File: config.mk
export PLATFORM = sky130hd
export DESIGN_NAME = full_adder_reg_flat
export DESIGN_NICKNAME = d
export VERILOG_FILES = /design/src/rtl/full_adder_pkg.sv /design/src/rtl/full_adder_reg_if.sv /design/src/rtl/full_adder_reg_fa_cell.sv /design/src/rtl/full_adder_reg.sv /design/src/flat_wrapper.sv
export SDC_FILE = /design/constraint.sdc
export NUM_CORES = 1
export LEC_CHECK = 0
export BUFFER_PORTS_ARGS = -buffer_cell sky130_fd_sc_hd__buf_2
export CORE_AREA = 3 3 40 42
export CTS_CLUSTER_SIZE = 14
export DETAILED_ROUTE_END_ITERATION = 8
export DIE_AREA = 0 0 43 45
export GPL_TIMING_DRIVEN = 0
export SYNTH_ARGS = -nofsm -noshare
export SYNTH_HDL_FRONTEND = slang
export SYNTH_SLANG_ARGS = --single-unit
File: constraint.sdc
create_clock -name clk -period 1 [get_ports clk]
set_clock_uncertainty 0.15 [all_clocks]
set_input_delay 0.1 -clock clk [delete_from_list [all_inputs] [get_ports clk]]
set_output_delay 0.1 -clock clk [all_outputs]
set_load 0.01 [all_outputs]
File: src/rtl/full_adder_pkg.sv
// full_adder_pkg: cell-style selectors and limits shared by the adder files
package full_adder_pkg;
    localparam int IMPL_GATE   = 0;
    localparam int IMPL_DF_XOR = 1;
    localparam int IMPL_DF_SOP = 2;
    localparam int IMPL_BEHAV  = 3;
    localparam int MAX_WIDTH   = 64;
endpackage

File: src/rtl/full_adder_reg_if.sv
// full_adder_reg_if: operand/result bundle between a producer and the registered adder
interface full_adder_reg_if #(parameter int WIDTH = 1);
    logic             in_valid;
    logic [WIDTH-1:0] A;
    logic [WIDTH-1:0] B;
    logic             Cin;
    logic [WIDTH-1:0] S;
    logic             Cout;
    logic             out_valid;
    modport master (output in_valid, A, B, Cin, input S, Cout, out_valid);
    modport slave (input in_valid, A, B, Cin, output S, Cout, out_valid);
endinterface

File: src/rtl/full_adder_reg_fa_cell.sv
// fa_cell: 1-bit full adder with a selectable internal description style
module fa_cell
    import full_adder_pkg::*;
#(
    parameter int IMPL = IMPL_GATE
) (
    input  logic a,
    input  logic b,
    input  logic ci,
    output logic s,
    output logic co
);
    if (IMPL == IMPL_GATE) begin : g_gate
        logic ab_x, ab_a, xc_a;
        xor g_x0 (ab_x, a, b);
        xor g_x1 (s, ab_x, ci);
        and g_a0 (ab_a, a, b);
        and g_a1 (xc_a, ab_x, ci);
        or  g_o0 (co, ab_a, xc_a);
    end else if (IMPL == IMPL_DF_XOR) begin : g_df_xor
        assign s  = a ^ b ^ ci;
        assign co = (a & b) | (a & ci) | (b & ci);
    end else if (IMPL == IMPL_DF_SOP) begin : g_df_sop
        assign s  = (~a & ~b & ci) | (~a & b & ~ci) | (a & ~b & ~ci) | (a & b & ci);
        assign co = (a & b & ~ci) | (a & ~b & ci) | (~a & b & ci) | (a & b & ci);
    end else begin : g_behav
        assign {co, s} = {1'b0, a} + {1'b0, b} + {1'b0, ci};
    end
endmodule

File: src/rtl/full_adder_reg.sv
// full_adder_reg: ripple-carry adder with a one-cycle registered result and valid flag
module full_adder_reg
    import full_adder_pkg::*;
#(
    parameter int WIDTH = 1,
    parameter int IMPL  = IMPL_GATE
) (
    input  logic                   clk,
    input  logic                   rst_n,
    full_adder_reg_if.slave        bus
);
    logic [WIDTH-1:0] s_comb, s_d, s_q;
    logic             c_out, cout_d, cout_q, valid_d, valid_q;

    if (IMPL < IMPL_GATE || IMPL > IMPL_BEHAV) begin : g_bad_impl
        $error("full_adder_reg: IMPL must be 0..3");
    end
    if (WIDTH < 1 || WIDTH > MAX_WIDTH) begin : g_bad_width
        $error("full_adder_reg: WIDTH must be 1..64");
    end

    if (IMPL == IMPL_BEHAV) begin : g_behav
        assign {c_out, s_comb} = {1'b0, bus.A} + {1'b0, bus.B} + {{WIDTH{1'b0}}, bus.Cin};
    end else begin : g_chain
        logic [WIDTH:0] c;
        assign c[0] = bus.Cin;
        for (genvar i = 0; i < WIDTH; i++) begin : g_cell
            fa_cell #(.IMPL(IMPL)) u_cell (
                .a  (bus.A[i]),
                .b  (bus.B[i]),
                .ci (c[i]),
                .s  (s_comb[i]),
                .co (c[i+1])
            );
        end
        assign c_out = c[WIDTH];
    end

    // capture a new result on valid input, otherwise hold it and drop the valid flag
    always_comb begin
        s_d     = bus.in_valid ? s_comb : s_q;
        cout_d  = bus.in_valid ? c_out : cout_q;
        valid_d = bus.in_valid;
    end

    // output register stage, cleared asynchronously so an in-flight result is discarded
    always_ff @(posedge clk or negedge rst_n) begin
        if (!rst_n) begin
            s_q     <= '0;
            cout_q  <= 1'b0;
            valid_q <= 1'b0;
        end else begin
            s_q     <= s_d;
            cout_q  <= cout_d;
            valid_q <= valid_d;
        end
    end

    assign bus.S         = s_q;
    assign bus.Cout      = cout_q;
    assign bus.out_valid = valid_q;
endmodule

File: src/flat_wrapper.sv
// flat-port wrapper written by rule: the top's interface ports become plain ports
module full_adder_reg_flat import full_adder_pkg::*;
#(
    parameter int WIDTH = 1,
    parameter int IMPL  = IMPL_GATE
)
  (clk, rst_n, bus_in_valid, bus_A, bus_B, bus_Cin, bus_S, bus_Cout, bus_out_valid);
  full_adder_reg_if #(.WIDTH(WIDTH)) bus_i ();
  input  logic clk;
  input  logic rst_n;
  input wire logic [$bits(bus_i.in_valid)-1:0] bus_in_valid;
  input wire logic [$bits(bus_i.A)-1:0] bus_A;
  input wire logic [$bits(bus_i.B)-1:0] bus_B;
  input wire logic [$bits(bus_i.Cin)-1:0] bus_Cin;
  output wire logic [$bits(bus_i.S)-1:0] bus_S;
  output wire logic [$bits(bus_i.Cout)-1:0] bus_Cout;
  output wire logic [$bits(bus_i.out_valid)-1:0] bus_out_valid;
  assign bus_i.in_valid = bus_in_valid;
  assign bus_i.A = bus_A;
  assign bus_i.B = bus_B;
  assign bus_i.Cin = bus_Cin;
  assign bus_S = bus_i.S;
  assign bus_Cout = bus_i.Cout;
  assign bus_out_valid = bus_i.out_valid;
  full_adder_reg #(.WIDTH(WIDTH), .IMPL(IMPL)) u_core (.clk(clk), .rst_n(rst_n), .bus(bus_i));
endmodule
==> flow_metrics.env, run 1 <==
export IMPL_syn_area_um2=118
export IMPL_irDropWorstVdd_mv=0.566
export IMPL_final_nets=28
export IMPL_power_density_nw_per_um2=1870
export IMPL_rsz0062_at_grt="true"
export IMPL_wl_per_cell_um=9.06
export IMPL_antenna_cells=0
export IMPL_drc=0
export IMPL_pin_count=9
export IMPL_first_global_vias=115
export IMPL_core_area_um2=1280
export IMPL_worst_pin_slew_ns=0.0936
export IMPL_cp_required_ns=0.75
export IMPL_fill_cells=139
export IMPL_relSlewSlack_pct=93.8
export IMPL_port_buffers=8
export IMPL_cts_root_buffer="clkbuf_4"
export IMPL_via_count=104
export IMPL_start_util_pct=9.15
export IMPL_gp_congestion=0.609
export IMPL_clockBufferDepth=2
export IMPL_cap_viol_max_count=0
export IMPL_critPathBufInv=1
export IMPL_fin_crit_sh_pct=101
export IMPL_finalInstanceArea_um2=229
export IMPL_endpoint_kind="output pin"
export IMPL_drt_wl_total_um=317
export IMPL_cts_max_level=1
export IMPL_min_period_ns=1.01
export IMPL_hold_violations=0
export IMPL_slowest_delay_ns=0.38
export IMPL_die_w_um=43
export IMPL_synthTopCellsByCount="dfrtp_1 (3), mux2_2 (2), fa_1 (1)"
export IMPL_cts_sinks=3
export IMPL_cp_max_fo=2
export IMPL_hold_path_class="in -> reg"
export IMPL_syn_avg_cell_area_um2=19.6
export IMPL_yosysMostFrequentCell="dfrtp_1"
export IMPL_vias_per_cell=2.97
export IMPL_cts_buffers=3
export IMPL_synth_flop_cell="dfrtp_1"
export IMPL_drv_slew=0
export IMPL_fin_ws_ns=-0.0116
export IMPL_max_freq_mhz=989
export IMPL_ctsResizeCount=0
export IMPL_status="complete, but fails checks"
export IMPL_synth_async_reset_ratio_pct=100
export IMPL_path_delay_family="flip-flops"
export IMPL_drtAntennaViolNets=0
export IMPL_cts_tree="yes"
export IMPL_start_kind="register"
export IMPL_placed_area_um2=183
export IMPL_pre_cts_ws_ns=-0.197
export IMPL_clk_pin_slew_ns=0.04
export IMPL_gr_total_overflow=0
export IMPL_crit_arrival_ns=0.76
export IMPL_dp_hpwl_um=230
export IMPL_crit_chain="buf_2"
export IMPL_crit_slowest_cell="dfrtp_1"
export IMPL_yosysTopAreaCell="dfrtp_1"
export IMPL_synth_top_area_share_pct=63.8
export IMPL_ys_ff_latch=3
export IMPL_synth_distinct_cells=3
export IMPL_rows=13
export IMPL_grt_start_max_net_pins=4
export IMPL_syn_nets=13
export IMPL_grt_pass1_wl_um=510
export IMPL_area_delta_synth_final_pct=94.7
export IMPL_ys_warn_count=0
export IMPL_antenna_found_initial=0
export IMPL_synth_edff_count=0
export IMPL_track_usage_pct=5.02
export IMPL_drive_gt1_share_pct=70.0
export IMPL_cts_setup_buffers=0
export IMPL_dieArea_um2=1940
export IMPL_fin_total_pwr_uw=428
export IMPL_dr_pass1_iters=2
export IMPL_dr_first_iter_drc_count=4
export IMPL_yosys_top_cells_area="dfrtp_1 (64%), mux2_2 (19%), fa_1 (17%)"
export IMPL_p_leak_nw=0.109
export IMPL_setup_viol=1
export IMPL_violations="negative setup slack"
export IMPL_clkLatencyLatePin_ns=0.23
export IMPL_chipHeight_um=45
export IMPL_yosysSeqAreaShare_pct=63.8
export IMPL_synthCells=6
export IMPL_criticalPathCategory="reg -> out"
## per-layer routing
layer | track usage, % | share of wire, % | vias up
met5 | 0 | 0 | -
met4 | 3.61 | 0 | 0
met3 | 8.37 | 17 | 0
met2 | 3.59 | 30 | 8
met1 | 5.13 | 53 | 47
li1 | - | - | 49
## what timing repair did
action,CTS,global route
endpoints found under the hold margin,4,0
setup endpoints to repair,2,3
cloned,0,0
hold buffers,2,0
## flip-flops by register name, summed over array words and instances (netlist names)
register	cells
u_core.bus.S	1
u_core.bus.out_valid	1
u_core.bus.Cout	1
## stage by stage
| stage | hold WS (ns) | utilization (%) | std cells | TNS [ns] |
|---|---|---|---|---|
| 3_5_place_dp | -0.251 | 14.2 | 29 | -0.304 |
| 4_1_cts | 0.00365 | 17.8 | 35 | -0.0240 |
| 6_report | 0.0133 | 17.8 | 35 | -0.0116 |
| 5_1_grt | 0.00324 | 17.8 | 35 | -0.0994 |
| 3_3_place_gp | -0.254 | 14.2 | 29 | -0.291 |
| 2_1_floorplan | -0.346 | - | 6 | -0.0561 |
## report_power, final
part	internal, mW	leakage (nW)	switching [mW]
sequential	0.137	0.0350	0.00797
combinational	0.0389	0.0585	0.0275
clock	0.150	0.0150	0.0667
## cells in the final DEF, fill, tap and decap left out, drive strengths merged
| master | instances |
|---|---|
| buf | 8 |
| dfrtp | 3 |
| clkbuf | 4 |
| fa | 1 |
| mux2 | 2 |
| dlygate4sd3 | 2 |
## final timing paths
check,from,end,slack (ns),depth (start not counted)
worst max-delay path,u_core.bus.Cout$_DFFE_PN0P_,bus_Cout,-0.01,1
worst min-delay path,bus_in_valid,u_core.bus.S$_DFFE_PN0P_,0.01,2
worst max register to register,u_core.bus.Cout$_DFFE_PN0P_,u_core.bus.Cout$_DFFE_PN0P_,0.08,1
worst min register to register,u_core.bus.S$_DFFE_PN0P_,u_core.bus.S$_DFFE_PN0P_,0.36,1
max in group asynchronous,rst_n,u_core.bus.out_valid$_DFF_PN0_,0.55,2
min in group asynchronous,rst_n,u_core.bus.S$_DFFE_PN0P_,0.04,2
## cell families (layout without fill, tap and decap cells)
| family | Yosys count | in the layout | share of synthesized area, % |
|---|---|---|---|
| adders and majority gates | 1 | 1 | 17.0 |
| buffers and inverters | 0 | 14 | 0 |
| DFF | 3 | 3 | 63.8 |
| muxes | 2 | 2 | 19.1 |
## final cells by class
| type | instances | area [µm²] | area share, % |
|---|---|---|---|
| clock buffers | 4 | 26.3 | 11.5 |
| multi-input cells | 3 | 48.8 | 21.3 |
| flip-flops and latches | 3 | 75.1 | 32.8 |
| well taps | 15 | 18.8 | 8.20 |
| repair buffers | 10 | 60.1 | 26.2 |
(Power assumes the default switching activity.)
==> run 2: changes to the inputs <==
--- a/config.mk
+++ b/config.mk
@@ -5,12 +5,14 @@
 export SDC_FILE = /design/constraint.sdc
 export NUM_CORES = 1
 export LEC_CHECK = 0
+export ABC_AREA = 1
 export BUFFER_PORTS_ARGS = -buffer_cell sky130_fd_sc_hd__buf_2
 export CORE_AREA = 3 3 40 42
 export CTS_CLUSTER_SIZE = 14
 export DETAILED_ROUTE_END_ITERATION = 8
 export DIE_AREA = 0 0 43 45
 export GPL_TIMING_DRIVEN = 0
+export HOLD_SLACK_MARGIN = 0.06
 export SYNTH_ARGS = -nofsm -noshare
 export SYNTH_HDL_FRONTEND = slang
 export SYNTH_SLANG_ARGS = --single-unit
==> run 2 against run 1 <==
Effect of this change:
- the flow now finishes without violations
- critical path depth stayed put
- utilization is 1.9 points higher
- routed wire length is 11% lower
- via count is 16% higher
- critical endpoint unchanged
- largest power group unchanged
==> flow_metrics.env, run 2 <==
export IMPL_status="finished clean"
export IMPL_syn_avg_cell_area_um2=11.0
export IMPL_cp_max_fo=2
export IMPL_cp_num_cells=1
export IMPL_track_usage_pct=4.35
export IMPL_syn_area_um2=121
export IMPL_clockBufferDepth=2
export IMPL_critPathBufInv=1
export IMPL_ff2ff_path_depth=3
export IMPL_gr_total_overflow=0
export IMPL_die_w_um=43
export IMPL_start_kind="register"
export IMPL_final_nets=35
export IMPL_crit_slowest_cell="dfrtp_1"
export IMPL_irDropWorstVdd_mv=0.346
export IMPL_crit_chain="buf_6"
export IMPL_drtAntennaViolNets=0
export IMPL_setup_viol=0
export IMPL_hold_path_class="in -> reg"
export IMPL_dieArea_um2=1940
export IMPL_antenna_cells=0
export IMPL_yosysTopAreaCell="dfrtp_1"
export IMPL_synth_xor_area_share_pct=0
export IMPL_worst_pin_slew_ns=0.145
export IMPL_grt_start_max_net_pins=5
export IMPL_dr_first_iter_drc_count=3
export IMPL_synth_top_area_share_pct=61.9
export IMPL_fin_crit_sh_pct=98.3
export IMPL_chipHeight_um=45
export IMPL_synth_top_family_by_area="simple AND/OR/NAND/NOR gates"
export IMPL_drive_gt1_share_pct=44.4
export IMPL_synthTopCellsByCount="nand2_1 (6), dfrtp_1 (3), fa_1 (1), inv_1 (1)"
export IMPL_ys_ff_latch=3
export IMPL_grt_pass1_wl_um=496
export IMPL_drv_slew=0
export IMPL_pin_count=9
export IMPL_cts_root_buffer="clkbuf_4"
export IMPL_synthCells=11
export IMPL_yosys_top_cells_area="dfrtp_1 (62%), nand2_1 (19%), fa_1 (16%)"
export IMPL_yosysMostFrequentCell="nand2_1"
export IMPL_hold_depth=4
export IMPL_synth_edff_count=0
export IMPL_crit_arrival_ns=0.73
export IMPL_p_leak_nw=0.133
export IMPL_antenna_found_initial=0
export IMPL_clk_pin_slew_ns=0.04
export IMPL_criticalPathCategory="reg -> out"
export IMPL_cts_buffers=3
export IMPL_cap_viol_max_count=0
export IMPL_hold_violations=0
export IMPL_synth_compound_area_share_pct=0
export IMPL_yosys_area_share_simple_pct=18.6
export IMPL_drc=0
export IMPL_rsz0062_at_grt="true"
export IMPL_first_global_vias=140
export IMPL_path_delay_family="flip-flops"
export IMPL_endpoint_kind="output pin"
export IMPL_min_period_ns=0.983
export IMPL_via_count=121
export IMPL_cp_required_ns=0.75
export IMPL_dr_pass1_iters=4
export IMPL_gp_congestion=0.590
export IMPL_slowest_delay_ns=0.38
export IMPL_area_delta_synth_final_pct=108
export IMPL_ys_warn_count=0
export IMPL_yosysSeqAreaShare_pct=61.9
export IMPL_power_density_nw_per_um2=1710
export IMPL_core_area_um2=1280
export IMPL_synth_fa_ha_area_share_pct=16.5
export IMPL_clkLatencyLatePin_ns=0.23
export IMPL_holdWs_ns=0.0883
export IMPL_syn_nets=18
export IMPL_final_cell_mix="nand2_1 (6), buf_2 (6), clkbuf_4 (3), dlygate4sd3_1 (3), dfrtp_1 (3)"
export IMPL_synth_async_reset_ratio_pct=100
export IMPL_cts_tree="yes"
export IMPL_cts_max_level=1
export IMPL_tns_ns=0
export IMPL_wl_per_cell_um=6.71
export IMPL_max_freq_mhz=1020
export IMPL_port_buffers=8
export IMPL_synth_flop_cell="dfrtp_1"
export IMPL_synthMuxAreaShare_pct=0
export IMPL_drt_wl_total_um=282
export IMPL_cts_sinks=3
export IMPL_relSlewSlack_pct=90.3
export IMPL_rows=13
export IMPL_start_util_pct=9.44
export IMPL_synth_distinct_cells=4
export IMPL_vias_per_cell=2.88
run 2: changes by cell type in the layout (fill, tap and decap cells not counted), sizes merged:
cell and change:
nand2 +6, inv +1, mux2 -2, dlygate4sd3 +1, buf +1
run 2: layer usage:
layer / vias up / share of wire (%) / GRT usage (%)
met5: - / 0 / 0
met3: 2 / 17 / 1.20
met2: 10 / 35 / 4.49
li1: 63 / - / -
met4: 0 / 3.2 / 10.8
met1: 46 / 44 / 3.91
run 2: worst paths after layout:
| kind | startpoint | end | slack, ns |
|---|---|---|---|
| worst max-delay path | u_core.bus.Cout$_DFFE_PN0P_ | bus_Cout | 0.02 |
| min in group asynchronous | rst_n | u_core.bus.out_valid$_DFF_PN0_ | 0.50 |
| worst min-delay path | bus_A | u_core.bus.S$_DFFE_PN0P_ | 0.09 |
| worst max register to register | u_core.bus.Cout$_DFFE_PN0P_ | u_core.bus.Cout$_DFFE_PN0P_ | 0.13 |
| max in group asynchronous | rst_n | u_core.bus.S$_DFFE_PN0P_ | 0.06 |
| worst min register to register | u_core.bus.S$_DFFE_PN0P_ | u_core.bus.S$_DFFE_PN0P_ | 0.40 |
run 2: layout make-up:
class | instances | area [µm²]
inverter | 1 | 3.75
fill | 145 | 1030
timing repair buffer | 12 | 86.3
tap | 15 | 18.8
clock buffer | 4 | 26.3
sequential | 3 | 75.1
multi-input combinational | 7 | 42.5
run 2: kinds of logic after synthesis:
kind of cell / Yosys count
AND/OR/NAND/NOR: 6
flip-flops: 3
buffers and inverters: 1
adder cells (fa/ha/maj): 1
run 2: where the power goes:
part / leakage (nW) / switching [mW] / total (mW) / internal [mW]
logic: 0.0824 / 0.0313 / 0.0781 / 0.0468
registers: 0.0360 / 0.00564 / 0.140 / 0.135
clock network: 0.0150 / 0.0646 / 0.214 / 0.150
total: 0.133 / 0.102 / 0.433 / 0.331
run 2: stage by stage:
step / cell area (µm²) / worst slack [ns] / total power [mW] / instances / utilization, %
4_1_cts: 251 / 0.00713 / 0.440 / 43 / 19.6
5_1_grt: 253 / -0.0158 / 0.467 / 42 / 19.7
6_report: 253 / 0.0173 / 0.433 / 42 / 19.7
3_5_place_dp: 180 / -0.0704 / 0.194 / 34 / 14.0
3_3_place_gp: 180 / -0.0609 / 0.193 / 34 / 14.0
2_1_floorplan: 121 / 0.0716 / 0.163 / 11 / -
run 2: timing repair:
action	CTS	global route
resized for setup	0	1
pin swaps	0	0
hold buffers	3	0
endpoints found under the setup margin	2	5
hold endpoints to repair	6	0
buffers inserted	2	0
